File: src/rtl/hazard_ctrl_pkg.sv
// Shared types and constants for the pipeline hazard controller.
// This package holds the FSM encodings, counter width and register-address width.
package hazard_ctrl_pkg;

  localparam int REG_ADDR_W = 5;
  localparam int CNT_W      = 32;

  localparam logic [CNT_W-1:0] CNT_MAX = '1;

  typedef logic [REG_ADDR_W-1:0] reg_addr_t;

  typedef enum logic [1:0] {
    ST_RUN      = 2'b00,
    ST_MD_BUSY  = 2'b01,
    ST_MEM_WAIT = 2'b10,
    ST_RSVD     = 2'b11
  } state_e;

  // Saturating increment: the counter sticks at all-ones instead of wrapping.
  function automatic logic [CNT_W-1:0] sat_inc(input logic [CNT_W-1:0] v);
    return (v == CNT_MAX) ? v : v + CNT_W'(1);
  endfunction

endpackage

File: src/rtl/hazard_ctrl_if.sv
// Pipeline-side signal bundle of the hazard controller.
// The master modport is the pipeline; the slave modport is hazard_ctrl itself.
interface hazard_ctrl_if;
  import hazard_ctrl_pkg::*;

  reg_addr_t          Rs1AddrIdIn;
  reg_addr_t          Rs2AddrIdIn;
  logic               Rs1ReadEnIdIn;
  logic               Rs2ReadEnIdIn;
  reg_addr_t          RdAddrId2ExIn;
  logic               RdWriteEnableId2ExIn;
  logic               MemReadId2ExIn;
  logic               BranchTakenExIn;
  logic               MulDivValidExIn;
  logic               MulDivDoneIn;
  logic               MemBusyIn;
  logic               CntClearIn;

  logic               StallPcOut;
  logic               StallIf2IdOut;
  logic               StallId2ExOut;
  logic               StallEx2MemOut;
  logic               StallMem2WbOut;
  logic               BubbleId2ExOut;
  logic               BubbleEx2MemOut;
  logic               FlushIf2IdOut;
  logic               MulDivStartOut;
  logic [CNT_W-1:0]   StallCycleCntOut;
  logic [1:0]         StateOut;

  modport master (
    output Rs1AddrIdIn, Rs2AddrIdIn, Rs1ReadEnIdIn, Rs2ReadEnIdIn,
    output RdAddrId2ExIn, RdWriteEnableId2ExIn, MemReadId2ExIn,
    output BranchTakenExIn, MulDivValidExIn, MulDivDoneIn, MemBusyIn, CntClearIn,
    input  StallPcOut, StallIf2IdOut, StallId2ExOut, StallEx2MemOut, StallMem2WbOut,
    input  BubbleId2ExOut, BubbleEx2MemOut, FlushIf2IdOut, MulDivStartOut,
    input  StallCycleCntOut, StateOut
  );

  modport slave (
    input  Rs1AddrIdIn, Rs2AddrIdIn, Rs1ReadEnIdIn, Rs2ReadEnIdIn,
    input  RdAddrId2ExIn, RdWriteEnableId2ExIn, MemReadId2ExIn,
    input  BranchTakenExIn, MulDivValidExIn, MulDivDoneIn, MemBusyIn, CntClearIn,
    output StallPcOut, StallIf2IdOut, StallId2ExOut, StallEx2MemOut, StallMem2WbOut,
    output BubbleId2ExOut, BubbleEx2MemOut, FlushIf2IdOut, MulDivStartOut,
    output StallCycleCntOut, StateOut
  );

endinterface

File: src/rtl/hazard_ctrl_load_use_det.sv
// Load-use comparator: flags an ID source register produced by a load now in EX.
// x0 is never a producer, so a load targeting x0 can never raise a hazard.
module load_use_det
  import hazard_ctrl_pkg::*;
(
  input  reg_addr_t i_rs1_addr,
  input  reg_addr_t i_rs2_addr,
  input  logic      i_rs1_en,
  input  logic      i_rs2_en,
  input  reg_addr_t i_rd_addr,
  input  logic      i_rd_we,
  input  logic      i_mem_read,
  output logic      o_lu
);

  reg_addr_t  w_src_addr [2];
  logic [1:0] w_src_en;
  logic [1:0] w_src_hit;

  assign w_src_addr[0] = i_rs1_addr;
  assign w_src_addr[1] = i_rs2_addr;
  assign w_src_en      = {i_rs2_en, i_rs1_en};

  generate
    for (genvar gi = 0; gi < 2; gi++) begin : g_src
      assign w_src_hit[gi] = w_src_en[gi] & (w_src_addr[gi] == i_rd_addr);
    end
  endgenerate

  assign o_lu = i_mem_read & i_rd_we & (i_rd_addr != '0) & (|w_src_hit);

endmodule

File: src/rtl/hazard_ctrl.sv
// Pipeline hazard controller: freeze/mul-div/redirect/load-use priority logic,
// the RUN/MD_BUSY/MEM_WAIT sequencer and a saturating stall-cycle counter.
module hazard_ctrl
  import hazard_ctrl_pkg::*;
#(
  // Reset value of the stall counter; non-zero only to reach the saturation path quickly.
  parameter logic [CNT_W-1:0] CNT_RST_VAL = '0
)(
  input  logic          clk,
  input  logic          rst_n,
  hazard_ctrl_if.slave  hif
);

  state_e           r_state;
  state_e           w_state_next;
  state_e           w_eff_state;
  logic             r_saved_md;
  logic             w_saved_md_next;
  logic [CNT_W-1:0] r_stall_cnt;

  logic w_lu;
  logic w_md_pend;
  logic w_stall_pc;
  logic w_stall_if2id;
  logic w_stall_id2ex;
  logic w_stall_ex2mem;
  logic w_stall_mem2wb;
  logic w_bubble_id2ex;
  logic w_bubble_ex2mem;
  logic w_flush_if2id;
  logic w_md_start;

  load_use_det u_lu (
    .i_rs1_addr (hif.Rs1AddrIdIn),
    .i_rs2_addr (hif.Rs2AddrIdIn),
    .i_rs1_en   (hif.Rs1ReadEnIdIn),
    .i_rs2_en   (hif.Rs2ReadEnIdIn),
    .i_rd_addr  (hif.RdAddrId2ExIn),
    .i_rd_we    (hif.RdWriteEnableId2ExIn),
    .i_mem_read (hif.MemReadId2ExIn),
    .o_lu       (w_lu)
  );

  // While frozen the pipe behaves as the state it was frozen from, so the
  // first unfrozen cycle already sees the right mul/div and start behaviour.
  always_comb begin
    w_eff_state = ST_RUN;
    case (r_state)
      ST_MD_BUSY:  w_eff_state = ST_MD_BUSY;
      ST_MEM_WAIT: w_eff_state = r_saved_md ? ST_MD_BUSY : ST_RUN;
      default:     w_eff_state = ST_RUN;
    endcase
  end

  assign w_md_pend  = ((w_eff_state == ST_MD_BUSY) | hif.MulDivValidExIn) & ~hif.MulDivDoneIn;
  assign w_md_start = (w_eff_state == ST_RUN) & hif.MulDivValidExIn & ~hif.MemBusyIn;

  always_comb begin
    w_stall_pc      = 1'b0;
    w_stall_if2id   = 1'b0;
    w_stall_id2ex   = 1'b0;
    w_stall_ex2mem  = 1'b0;
    w_stall_mem2wb  = 1'b0;
    w_bubble_id2ex  = 1'b0;
    w_bubble_ex2mem = 1'b0;
    w_flush_if2id   = 1'b0;
    if (hif.MemBusyIn) begin
      w_stall_pc     = 1'b1;
      w_stall_if2id  = 1'b1;
      w_stall_id2ex  = 1'b1;
      w_stall_ex2mem = 1'b1;
      w_stall_mem2wb = 1'b1;
    end else if (w_md_pend) begin
      w_stall_pc      = 1'b1;
      w_stall_if2id   = 1'b1;
      w_stall_id2ex   = 1'b1;
      w_bubble_ex2mem = 1'b1;
    end else if (hif.BranchTakenExIn) begin
      w_flush_if2id  = 1'b1;
      w_bubble_id2ex = 1'b1;
    end else if (w_lu) begin
      w_stall_pc     = 1'b1;
      w_stall_if2id  = 1'b1;
      w_bubble_id2ex = 1'b1;
    end
  end

  always_comb begin
    w_state_next    = r_state;
    w_saved_md_next = r_saved_md;
    if (r_state == ST_RSVD) begin
      w_state_next = ST_RUN;
    end else if (hif.MemBusyIn) begin
      w_state_next = ST_MEM_WAIT;
      if (r_state != ST_MEM_WAIT) begin
        w_saved_md_next = (r_state == ST_MD_BUSY);
      end
    end else if (w_eff_state == ST_MD_BUSY) begin
      w_state_next = hif.MulDivDoneIn ? ST_RUN : ST_MD_BUSY;
    end else begin
      w_state_next = (hif.MulDivValidExIn & ~hif.MulDivDoneIn) ? ST_MD_BUSY : ST_RUN;
    end
  end

  always_ff @(posedge clk or negedge rst_n) begin
    if (!rst_n) begin
      r_state    <= ST_RUN;
      r_saved_md <= 1'b0;
    end else begin
      r_state    <= w_state_next;
      r_saved_md <= w_saved_md_next;
    end
  end

  always_ff @(posedge clk or negedge rst_n) begin
    if (!rst_n) begin
      r_stall_cnt <= CNT_RST_VAL;
    end else if (hif.CntClearIn) begin
      r_stall_cnt <= '0;
    end else if (w_stall_pc) begin
      r_stall_cnt <= sat_inc(r_stall_cnt);
    end
  end

  assign hif.StallPcOut       = w_stall_pc;
  assign hif.StallIf2IdOut    = w_stall_if2id;
  assign hif.StallId2ExOut    = w_stall_id2ex;
  assign hif.StallEx2MemOut   = w_stall_ex2mem;
  assign hif.StallMem2WbOut   = w_stall_mem2wb;
  assign hif.BubbleId2ExOut   = w_bubble_id2ex;
  assign hif.BubbleEx2MemOut  = w_bubble_ex2mem;
  assign hif.FlushIf2IdOut    = w_flush_if2id;
  assign hif.MulDivStartOut   = w_md_start;
  assign hif.StallCycleCntOut = r_stall_cnt;
  assign hif.StateOut         = r_state;

endmodule

File: src/flat_wrapper.sv
// flat-port wrapper written by rule: the top's interface ports become plain ports
module hazard_ctrl_flat import hazard_ctrl_pkg::*;
#(
                                                                                          
  parameter logic [CNT_W-1:0] CNT_RST_VAL = '0
)
  (clk, rst_n, hif_Rs1AddrIdIn, hif_Rs2AddrIdIn, hif_Rs1ReadEnIdIn, hif_Rs2ReadEnIdIn, hif_RdAddrId2ExIn, hif_RdWriteEnableId2ExIn, hif_MemReadId2ExIn, hif_BranchTakenExIn, hif_MulDivValidExIn, hif_MulDivDoneIn, hif_MemBusyIn, hif_CntClearIn, hif_StallPcOut, hif_StallIf2IdOut, hif_StallId2ExOut, hif_StallEx2MemOut, hif_StallMem2WbOut, hif_BubbleId2ExOut, hif_BubbleEx2MemOut, hif_FlushIf2IdOut, hif_MulDivStartOut, hif_StallCycleCntOut, hif_StateOut);
  hazard_ctrl_if hif_i ();
  input  logic clk;
  input  logic rst_n;
  input wire logic [$bits(hif_i.Rs1AddrIdIn)-1:0] hif_Rs1AddrIdIn;
  input wire logic [$bits(hif_i.Rs2AddrIdIn)-1:0] hif_Rs2AddrIdIn;
  input wire logic [$bits(hif_i.Rs1ReadEnIdIn)-1:0] hif_Rs1ReadEnIdIn;
  input wire logic [$bits(hif_i.Rs2ReadEnIdIn)-1:0] hif_Rs2ReadEnIdIn;
  input wire logic [$bits(hif_i.RdAddrId2ExIn)-1:0] hif_RdAddrId2ExIn;
  input wire logic [$bits(hif_i.RdWriteEnableId2ExIn)-1:0] hif_RdWriteEnableId2ExIn;
  input wire logic [$bits(hif_i.MemReadId2ExIn)-1:0] hif_MemReadId2ExIn;
  input wire logic [$bits(hif_i.BranchTakenExIn)-1:0] hif_BranchTakenExIn;
  input wire logic [$bits(hif_i.MulDivValidExIn)-1:0] hif_MulDivValidExIn;
  input wire logic [$bits(hif_i.MulDivDoneIn)-1:0] hif_MulDivDoneIn;
  input wire logic [$bits(hif_i.MemBusyIn)-1:0] hif_MemBusyIn;
  input wire logic [$bits(hif_i.CntClearIn)-1:0] hif_CntClearIn;
  output wire logic [$bits(hif_i.StallPcOut)-1:0] hif_StallPcOut;
  output wire logic [$bits(hif_i.StallIf2IdOut)-1:0] hif_StallIf2IdOut;
  output wire logic [$bits(hif_i.StallId2ExOut)-1:0] hif_StallId2ExOut;
  output wire logic [$bits(hif_i.StallEx2MemOut)-1:0] hif_StallEx2MemOut;
  output wire logic [$bits(hif_i.StallMem2WbOut)-1:0] hif_StallMem2WbOut;
  output wire logic [$bits(hif_i.BubbleId2ExOut)-1:0] hif_BubbleId2ExOut;
  output wire logic [$bits(hif_i.BubbleEx2MemOut)-1:0] hif_BubbleEx2MemOut;
  output wire logic [$bits(hif_i.FlushIf2IdOut)-1:0] hif_FlushIf2IdOut;
  output wire logic [$bits(hif_i.MulDivStartOut)-1:0] hif_MulDivStartOut;
  output wire logic [$bits(hif_i.StallCycleCntOut)-1:0] hif_StallCycleCntOut;
  output wire logic [$bits(hif_i.StateOut)-1:0] hif_StateOut;
  assign hif_i.Rs1AddrIdIn = hif_Rs1AddrIdIn;
  assign hif_i.Rs2AddrIdIn = hif_Rs2AddrIdIn;
  assign hif_i.Rs1ReadEnIdIn = hif_Rs1ReadEnIdIn;
  assign hif_i.Rs2ReadEnIdIn = hif_Rs2ReadEnIdIn;
  assign hif_i.RdAddrId2ExIn = hif_RdAddrId2ExIn;
  assign hif_i.RdWriteEnableId2ExIn = hif_RdWriteEnableId2ExIn;
  assign hif_i.MemReadId2ExIn = hif_MemReadId2ExIn;
  assign hif_i.BranchTakenExIn = hif_BranchTakenExIn;
  assign hif_i.MulDivValidExIn = hif_MulDivValidExIn;
  assign hif_i.MulDivDoneIn = hif_MulDivDoneIn;
  assign hif_i.MemBusyIn = hif_MemBusyIn;
  assign hif_i.CntClearIn = hif_CntClearIn;
  assign hif_StallPcOut = hif_i.StallPcOut;
  assign hif_StallIf2IdOut = hif_i.StallIf2IdOut;
  assign hif_StallId2ExOut = hif_i.StallId2ExOut;
  assign hif_StallEx2MemOut = hif_i.StallEx2MemOut;
  assign hif_StallMem2WbOut = hif_i.StallMem2WbOut;
  assign hif_BubbleId2ExOut = hif_i.BubbleId2ExOut;
  assign hif_BubbleEx2MemOut = hif_i.BubbleEx2MemOut;
  assign hif_FlushIf2IdOut = hif_i.FlushIf2IdOut;
  assign hif_MulDivStartOut = hif_i.MulDivStartOut;
  assign hif_StallCycleCntOut = hif_i.StallCycleCntOut;
  assign hif_StateOut = hif_i.StateOut;
  hazard_ctrl #(.CNT_RST_VAL(CNT_RST_VAL)) u_core (.clk(clk), .rst_n(rst_n), .hif(hif_i));
endmodule
File: config.mk
export PLATFORM = sky130hd
export DESIGN_NAME = hazard_ctrl_flat
export DESIGN_NICKNAME = d
export VERILOG_FILES = /design/src/rtl/hazard_ctrl_pkg.sv /design/src/rtl/hazard_ctrl_if.sv /design/src/rtl/hazard_ctrl_load_use_det.sv /design/src/rtl/hazard_ctrl.sv /design/src/flat_wrapper.sv
export SDC_FILE = /design/constraint.sdc
export NUM_CORES = 1
export LEC_CHECK = 0
export CAP_MARGIN = 20
export CORE_ASPECT_RATIO = 0.7
export CORE_MARGIN = 2
export CORE_UTILIZATION = 52
export CTS_CLUSTER_SIZE = 10
export DETAILED_ROUTE_END_ITERATION = 16
export GPL_TIMING_DRIVEN = 1
export PLACE_DENSITY = 0.95
export SLEW_MARGIN = 20
export SYNTH_ARGS = -nofsm -noshare
export SYNTH_HDL_FRONTEND = slang
export SYNTH_SLANG_ARGS = --single-unit
File: constraint.sdc
create_clock -name clk -period 6.1 [get_ports clk]
set_input_delay 1.22 -clock clk [delete_from_list [all_inputs] [get_ports clk]]
set_output_delay 1.22 -clock clk [all_outputs]
set_load 0.03 [all_outputs]
After elaboration in Yosys (flattened, before gate mapping)
Cells that the tools add are included.
{"block": "op_classes", "add_sub_neg": 1, "n_eq_ne": 9, "n_mux": 24, "n_bitwise": 13, "reduce_logical": 6}
{"op": "$mux W32", "n": 3}
{"op": "$add A32 B1 Y32 const B", "n": 1}
{"op": "$eq A32 B32 Y1 const B", "n": 1}
{"op": "$mux W1", "n": 17}
{"op": "$eq A5 B5 Y1", "n": 2}
{"op": "$and A1 B1 Y1", "n": 9}
{"op": "$mux W2", "n": 3}
{"op": "$reduce_bool A5 Y1", "n": 1}
{"op": "$eq A2 B1 Y1 const B", "n": 2}
{"op": "$eq A2 B2 Y1 const B", "n": 2}
{"op": "$ne A2 B2 Y1 const B", "n": 2}
{"op": "$pmux W2 S2", "n": 1}
{"op": "$not A1 Y1", "n": 3}
{"op": "$reduce_and A3 Y1", "n": 1}
{"op": "$logic_not A2 Y1", "n": 1}
{"op": "$reduce_and A2 Y1", "n": 1}
{"op": "$reduce_bool A2 Y1", "n": 1}
{"op": "$reduce_or A2 Y1", "n": 1}
{"op": "$or A1 B1 Y1", "n": 1}
{"block": "word_totals", "regBits": 35, "inputBits": 26, "out_inout_bits": 43, "wordCells": 56}

Longest topological paths before layout
Gate-level depths: netlist of the first run.
{"block": "logic_depth", "depth_word": 10, "mapped_depth": 10, "ltp_nobuf": 9}

By module
A second synthesis of the first run with hierarchy kept.
{"block": "hier_totals", "cells_unflattened": 246, "area_unflattened_um2": 2274.7}
{"module": "hazard_ctrl", "n_inst": 1, "cells_per_inst": 229, "area_per_inst_um2": 2139.6, "seq_area_each_um2": 875.8}
{"module": "load_use_det", "n_inst": 1, "cells_per_inst": 17, "area_per_inst_um2": 135.1, "seq_area_each_um2": 0.0}

Least setup slack after synthesis of the first run
No wires, ideal clock.
{"block": "synth_path", "path_kind": "input port to output port", "startpoint": "in hif_RdAddrId2ExIn[1]", "endpoint": "out hif_StallPcOut", "t_arrival_ns": 2.529, "required_time_ns": 4.880, "path_slack_ns": 2.351, "cell_stages": 6, "path_buffers": 1, "path_cell_list": "or4_1 -> o211ai_2 -> nor2_2 -> a21oi_4 -> inv_4 -> buf_4"}
{"block": "synth_via", "elab_chain_cells": 8, "word_cells_on_any_way": 12, "cone_classes": "eq/ne (2); mux (4); bitwise (4); reduce/logical (2)"}
{"element": "from (decl)", "line": "flat_wrapper.sv:15", "rtl": "input wire logic [$bits(hif_i.RdAddrId2ExIn)-1:0] hif_RdAddrId2ExIn;"}
{"element": "$eq A5 B5 Y1", "line": "hazard_ctrl_load_use_det.sv:26", "rtl": "assign w_src_hit[gi] = w_src_en[gi] & (w_src_addr[gi] == i_rd_addr);"}
{"element": "$and A1 B1 Y1", "line": "hazard_ctrl_load_use_det.sv:26"}
{"element": "$reduce_or A2 Y1", "line": "hazard_ctrl_load_use_det.sv:30", "rtl": "assign o_lu = i_mem_read & i_rd_we & (i_rd_addr != '0) & (|w_src_hit);"}
{"element": "$and A1 B1 Y1 *", "line": "hazard_ctrl_load_use_det.sv:30"}
{"element": "$mux W1 * (4 in series)"}
{"element": "to (decl)", "line": "flat_wrapper.sv:23", "rtl": "output wire logic [$bits(hif_i.StallPcOut)-1:0] hif_StallPcOut;"}
Mark *: on every way between the ends. The rest lies on a longest branch, timed or not.

Worst setup path after layout of the first run
{"block": "layout_path", "startpoint": "in hif_RdAddrId2ExIn[2]", "endpoint": "out hif_BubbleId2ExOut"}
{"block": "layout_via", "elab_chain_cells": 8, "word_cells_on_any_way": 12, "cone_classes": "eq/ne (2); mux (4); bitwise (4); reduce/logical (2)"}
{"element": "$eq A5 B5 Y1", "line": "hazard_ctrl_load_use_det.sv:26"}
{"element": "$and A1 B1 Y1", "line": "hazard_ctrl_load_use_det.sv:26"}
{"element": "$reduce_or A2 Y1", "line": "hazard_ctrl_load_use_det.sv:30"}
{"element": "$and A1 B1 Y1 *", "line": "hazard_ctrl_load_use_det.sv:30"}
{"element": "$mux W1 *", "line": "hazard_ctrl.sv:81", "rtl": "end else if (w_lu) begin"}
{"element": "$mux W1 *", "line": "hazard_ctrl.sv:78", "rtl": "end else if (hif.BranchTakenExIn) begin"}
{"element": "$mux W1 *", "line": "hazard_ctrl.sv:73", "rtl": "end else if (w_md_pend) begin"}
{"element": "$mux W1 *", "line": "hazard_ctrl.sv:67", "rtl": "if (hif.MemBusyIn) begin"}
{"element": "to (decl)", "line": "flat_wrapper.sv:28", "rtl": "output wire logic [$bits(hif_i.BubbleId2ExOut)-1:0] hif_BubbleId2ExOut;"}
Marked as above.

==> key figures, run 1 <==
Setup path
  • Worst EP required: 4.88 ns
  • Worst EP arrival: 3.45 ns
  • Cells on worst reg2reg path: 9
  • Critical Path End: hif_BubbleId2ExOut
  • FF-to-FF Start: u_core.hif.StateOut[0]
  • R2R setup slack: 3.63 ns
  • CP Cell Sequence: clkdlybuf4s50_1, or4_1, o211ai_2, and2b_1, o21a_1, clkdlybuf4s50_1
  • Critical path startpoint: hif_RdAddrId2ExIn[2]
  • Critical Path Start Type: input pin
  • Crit-path max cell delay: 0.59 ns
  • Worst setup path class: in2out
  • CP Capture Type: output port
  • Most used cell, CP: clkdlybuf4s50_1
  • Max FO, Critical Path: 3
  • Cell with the largest stage delay on the worst path: clkdlybuf4s50_1
  • RR Endpoint: u_core.hif.StallCycleCntOut[16]

Place
  • HPWL Detailed: 4500 um
  • GP Congestion: 0.895
  • Placed instance area: 3030 um^2
  • PortBufs: 68

Synthesis
  • Main flop type after synthesis: dfrtp_1
  • Sequential share of the synthesized area: 0.367
  • Synth top area share: 0.367
  • Syn. warnings: 0
  • Post-Synthesis Cell Area: 2380 um^2
  • Yosys reg bits: 35
  • Most frequent cell after synthesis: dfrtp_1
  • Post-synth EDFFs: 0
  • Cell taking the most area after synthesis: dfrtp_1
  • Synth area leaders: dfrtp_1, or4_1, o31ai_1
  • Yosys cell types: 49
  • Syn Area/Cell: 9.13 um^2
  • Synthesized net count: 291
  • Asr flop ratio synth: 1.00
  • Synth cell count leaders: dfrtp_1, a21oi_1, or4_1
  • Post-Syn Instances: 261

Route
  • Met1 WL: 2850 um
  • Max Used Layer: met4
  • Post-route ant nets: 0
  • Met3 Wirelength: 364 um
  • Vias per cell: 6.12
  • Metal2 WL: 2870 um
  • DRT iter0 DRCs: 169
  • Post-route DRC violation count: 0
  • Drt pass-1 iters: 4
  • Wire per inst: 16.4 um
  • Detailed Route WL: 6190 um
  • Total number of vias: 2313

Clocking
  • Worst-Skew Late Latency: 0.29 ns
  • H-Tree Depth: 2
  • Post-CTS Setup Repair Bufs: 0
  • Clock Pin Slew Worst Setup and Hold Paths: 0.06 ns
  • Sink Count: 35
  • TritonCTS clock tree: built
  • Resize count post-CTS: 0
  • Root Buffer: clkbuf_8
  • CTS buffer count: 5
  • Hold buffer count at cts: 0
  • CTS max path bufs: 2

Global routing
  • Vias in the first global route: 2196
  • Total gr overflow: 0
  • Largest net degree at the start of global routing: 45
  • Antenna violations before repair: 0
  • Total Routing Usage GR: 0.255
  • Global-route wire length before repair: 10400 um

Final layout
  • Share of cells above drive strength 1: 0.0929
  • Final layout net count: 352
  • Area Growth Syn to Fin: 30.7%
  • Finished Cell Area: 3110 um^2
  • Antenna cells: 0

Timing
  • Setup Viol. Count Final: 0
  • Final period util: 0.766
  • Unrepaired setup endpoints after global routing: false
  • Worst clock skew: 0.00615 ns
  • Relative slew margins: 0.699
  • Final min period: 4.67 ns
  • Max Transition Viols Final: 0
  • Hold Fails Final Rpt: 0
  • Slew @ Worst Pin: 0.452 ns
  • Max Freq: 0.214 GHz
  • Worst hold slack: 0.557 ns
  • Setup TNS: 0 ns

Hold path
  • Hold Path Class: reg2reg

Pwr
  • Worst VDD drop: 0.131 mV
  • Pwr Density: 155 nW/um^2
  • Lkg Pwr: 1.18 nW
  • Total Power: 0.484 mW

Floorplan
  • I/O Pins: 69
  • Initial Utilization: 0.544
  • Core area: 4380 um^2
  • Die width: 84.9 um
  • # rows: 20
  • Die area: 5150 um^2
  • Die Ht: 60.6 um

Job
  • Max-cap viol count: 0

Status
  • Run status: finished, final reports clean
through the flow:
stage	util	setup slack, ns	instances
finish	0.711	1.43	378
global route	0.711	1.34	378
CTS	0.711	1.44	378
detailed placement	0.693	1.44	370
global placement	0.693	1.52	370
floorplan	-	2.35	261
worst min-delay path by stage:
stage / to / start / depth (start not counted) / slack, ns
2_1_floorplan: u_core.r_saved_md / u_core.r_saved_md / 1 / 0.51
5_1_grt: u_core.r_saved_md / u_core.r_saved_md / 1 / 0.58
4_1_cts: u_core.r_saved_md / u_core.r_saved_md / 1 / 0.56
3_5_place_dp: u_core.r_saved_md / u_core.r_saved_md / 1 / 0.54
6_report: u_core.r_saved_md / u_core.r_saved_md / 1 / 0.56
3_3_place_gp: u_core.r_saved_md / u_core.r_saved_md / 1 / 0.54
layout by cell type (no fill, tap or decap), types with 3 or more instances in the layout:
| master | n |
|---|---|
| clkdlybuf4s50_1 | 68 |
| dfrtp_1 | 35 |
| a21oi_1 | 27 |
| or4_1 | 21 |
| o31ai_1 | 20 |
| nand3_1 | 20 |
| nand2_1 | 12 |
| nor2_1 | 11 |
| xnor2_1 | 10 |
| and2_1 | 8 |
| inv_1 | 7 |
| nand4_1 | 7 |
| nor2b_1 | 7 |
| and3_1 | 7 |
| mux2_2 | 6 |
| clkbuf_8 | 5 |
| or3_1 | 4 |
| ha_1 | 4 |
| buf_4 | 4 |
| nor3_1 | 3 |
| and4_1 | 3 |
| o21ai_0 | 3 |
per-layer routing:
layer | track usage | up-vias
li1 | - | 1108
met1 | 0.355 | 1105
met4 | 0.0726 | 0
met5 | 0 | -
met3 | 0.0531 | 10
met2 | 0.413 | 90
report_power, final:
group	leakage (nW)	switching (mW)	internal (mW)	total, mW
combinational	0.650	0.0468	0.0376	0.0843
clock	0.0422	0.0810	0.0801	0.161
sequential	0.485	0.00368	0.234	0.238
total	1.18	0.131	0.352	0.484
area by class of cell:
| cell class | instances | area [um^2] |
|---|---|---|
| flip-flops and latches | 35 | 876 |
| well taps | 55 | 68.8 |
| clock inverters | 1 | 5.00 |
| inverters | 8 | 32.5 |
| fillers | 343 | 1260 |
| clock buffers | 7 | 76.3 |
| repair buffers | 72 | 711 |
| multi-input cells | 200 | 1350 |
state kept, by name, summed over array words and instances (netlist names):
register                     count
u_core.r_saved_md                1
u_core.hif.StateOut              2
u_core.hif.StallCycleCntOut     32
worst max-delay path: cells and delay by family:
family          cells  cell delay (ns)
simple gates        2             0.77
compound gates      2             0.37
buf+inv             2             1.08
cells by family (layout without fill, tap and decap cells):
| logic type | count (synthesis) | in the layout | synth area share |
|---|---|---|---|
| AND/OR/NAND/NOR | 115 | 115 | 0.293 |
| flip-flops | 35 | 35 | 0.367 |
| XOR/XNOR | 10 | 10 | 0.0367 |
| adder cells (fa/ha/maj) | 4 | 4 | 0.0210 |
| buffers and inverters | 26 | 88 | 0.0682 |
| AO/OA/AOI/OAI | 64 | 64 | 0.179 |
| multiplexers | 7 | 7 | 0.0346 |
No activity file was read; power rests on OpenSTA's default activity.
==> run 2: changes to the inputs <==
--- a/config.mk
+++ b/config.mk
@@ -8,11 +8,11 @@
 export CAP_MARGIN = 20
 export CORE_ASPECT_RATIO = 0.7
 export CORE_MARGIN = 2
-export CORE_UTILIZATION = 52
+export CORE_UTILIZATION = 48
 export CTS_CLUSTER_SIZE = 10
 export DETAILED_ROUTE_END_ITERATION = 16
 export GPL_TIMING_DRIVEN = 1
-export PLACE_DENSITY = 0.95
+export PLACE_DENSITY = 0.91
 export SLEW_MARGIN = 20
 export SYNTH_ARGS = -nofsm -noshare
 export SYNTH_HDL_FRONTEND = slang
==> constraint.sdc (replaced) <==
create_clock -name clk -period 4.46 [get_ports clk]
set_input_delay 0.892 -clock clk [delete_from_list [all_inputs] [get_ports clk]]
set_output_delay 0.892 -clock clk [all_outputs]
set_load 0.03 [all_outputs]
==> key figures, run 2 (synthesis results as in run 1) <==
Clocking
  • Root Buffer: clkbuf_8
  • Hold buffer count at cts: 0 (unchanged)
  • Sink Count: 35 (unchanged)
  • Clock Pin Slew Worst Setup and Hold Paths: 0.06 ns (about the same)
  • H-Tree Depth: 2 (unchanged)
  • CTS buffer count: 5 (unchanged)
  • Worst-Skew Late Latency: 0.29 ns (about the same)
  • Resize count post-CTS: 0 (unchanged)
  • Post-CTS Setup Repair Bufs: 0 (unchanged)
  • CTS max path bufs: 2 (unchanged)
  • TritonCTS clock tree: built

Global routing
  • Largest net degree at the start of global routing: 45 (unchanged)
  • Antenna violations before repair: 0 (unchanged)
  • Global-route wire length before repair: 10800 um (+4.1%)
  • Total gr overflow: 0 (unchanged)
  • Total Routing Usage GR: 0.246 (-0.00864)
  • Vias in the first global route: 2188 (-0.36%)

Setup path
  • CP Capture Type: output port
  • FF-to-FF Start: u_core.hif.StallCycleCntOut[0]
  • Critical Path Start Type: input pin
  • Crit-path max cell delay: 0.59 ns (about the same)
  • Most used cell, CP: clkdlybuf4s50_1
  • Worst EP required: 3.57 ns (-1.31 ns)
  • Worst EP arrival: 3.15 ns (-0.30 ns)
  • Worst setup path class: in2out
  • Cell with the largest stage delay on the worst path: clkdlybuf4s50_1
  • Max FO, Critical Path: 3 (unchanged)
  • Critical path startpoint: hif_RdAddrId2ExIn[2]
  • CP Cell Sequence: clkdlybuf4s50_1, or4_1, o211ai_2, and2b_1, o21a_1, clkdlybuf4s50_1

Final layout
  • Max reg flops: 32 (unchanged)
  • Share of cells above drive strength 1: 0.0903 (-0.00254)
  • Finished Cell Area: 3120 um^2 (+0.28%)
  • Final layout net count: 352 (unchanged)
  • Area Growth Syn to Fin: 31.0%
  • FF/Latch Area: 876 um^2 (unchanged)
  • Most common cell after layout, fill and taps aside: clkdlybuf4s50_1
  • Fin util: 0.653 (-0.0581)
  • Multi-input logic area: 1350 um^2 (unchanged)
  • Fillers: 407 (+19%)
  • Most frequent cells in the layout: clkdlybuf4s50_1, dfrtp_1, a21oi_1
  • Post-route insts no fill: 390 (+3.2%)
  • Antenna cells: 0 (unchanged)

Floorplan
  • Die Ht: 63.0 um (+3.8%)
  • I/O Pins: 69 (unchanged)
  • Die area: 5550 um^2 (+7.8%)
  • Core area: 4780 um^2 (+9.2%)
  • Initial Utilization: 0.498 (-0.0459)
  • Die width: 88.2 um (+3.9%)
  • # rows: 21 (+5.0%)

Route
  • DRT iter0 DRCs: 205 (+21%)
  • Total number of vias: 2336 (+0.99%)
  • Detailed Route WL: 6460 um (+4.5%)
  • Vias per cell: 5.99 (-2.1%)
  • Wire per inst: 16.6 um (+1.2%)
  • Drt pass-1 iters: 4 (unchanged)
  • Post-route ant nets: 0 (unchanged)
  • Post-route DRC violation count: 0 (unchanged)

Timing
  • Setup TNS: 0 ns (unchanged)
  • Setup Viol. Count Final: 0 (unchanged)
  • Max Transition Viols Final: 0 (unchanged)
  • Slew @ Worst Pin: 0.875 ns (+0.423 ns)
  • Hold Fails Final Rpt: 0 (unchanged)
  • Worst hold slack: 0.578 ns (+0.0212 ns)
  • Worst clock skew: 0.00475 ns (-0.00140 ns)
  • Final period util: 0.907
  • Final min period: 4.04 ns
  • Relative slew margins: 0.415 (-0.284)
  • Max Freq: 0.247 GHz
  • Unrepaired setup endpoints after global routing: false
  • Final worst slack: 0.415 ns (-1.01 ns)

Place
  • Placed instance area: 3050 um^2 (+0.58%)
  • Worst slack, placed: 0.438 ns (-1.00 ns)
  • GP Congestion: 0.856 (-4.3%)
  • Placed insts: 384 (+3.8%)
  • PortBufs: 68 (unchanged)
  • HPWL Detailed: 4780 um (+6.1%)

Hold path
  • Hold Path Class: reg2reg
  • Hold wc startpoint: u_core.r_saved_md

Pwr
  • Worst VDD drop: 0.126 mV (-4.4%)
  • Total Power: 0.657 mW (+36%)
  • Lkg Pwr: 1.17 nW (-0.43%)
  • Pwr Density: 210 nW/um^2 (+36%)

Status
  • Run status: finished, final reports clean

Job
  • Max-cap viol count: 0 (unchanged)
run 2: final cells by class:
type,instances,area share
Sequential cell,35,0.280
Timing Repair Buffer,72,0.228
Clock buffer,6,0.0232
Tap cell,69,0.0276
Multi-Input combinational cell,200,0.431
Inverter,8,0.0104
run 2: path summary, 6_finish.rpt:
check                                                       end  slack [ns]  cells after the start
max in group asynchronous       u_core.hif.StallCycleCntOut[27]        3.11                      2
worst min-delay path                          u_core.r_saved_md        0.58                      1
min in group asynchronous       u_core.hif.StallCycleCntOut[17]        1.02                      2
worst min register to register                u_core.r_saved_md        0.58                      1
worst max-delay path                         hif_BubbleId2ExOut        0.42                      6
worst max register to register  u_core.hif.StallCycleCntOut[28]        1.89                      7
run 2: routing by layer:
metal | global-route usage | routed length [um]
met3 | 0.0515 | 374
met5 | 0 | 0
met1 | 0.355 | 2970
met4 | 0.0833 | 135
met2 | 0.366 | 2980
run 2: worst max-delay path, delay by kind of cell:
| kind | cells | cell delay [ns] |
|---|---|---|
| AOI/OAI and AO/OA | 2 | 0.38 |
| and+or+nand+nor | 2 | 0.78 |
| buffers and inverters | 2 | 1.09 |
run 2: where the power goes:
part / leakage [nW] / switching [mW] / total (mW) / internal, mW
Combinational: 0.650 / 0.0649 / 0.116 / 0.0514
Sequential: 0.485 / 0.00550 / 0.326 / 0.321
Clock: 0.0371 / 0.111 / 0.215 / 0.104
Total: 1.17 / 0.181 / 0.657 / 0.476
==> run 3: changes to the inputs <==
--- a/config.mk
+++ b/config.mk
@@ -5,7 +5,7 @@
 export SDC_FILE = /design/constraint.sdc
 export NUM_CORES = 1
 export LEC_CHECK = 0
-export CAP_MARGIN = 20
+export CAP_MARGIN = 25
 export CORE_ASPECT_RATIO = 0.7
 export CORE_MARGIN = 2
 export CORE_UTILIZATION = 48
==> results of run 3 <==
The final DEF is identical to that of run 2; final timing and power are the same.
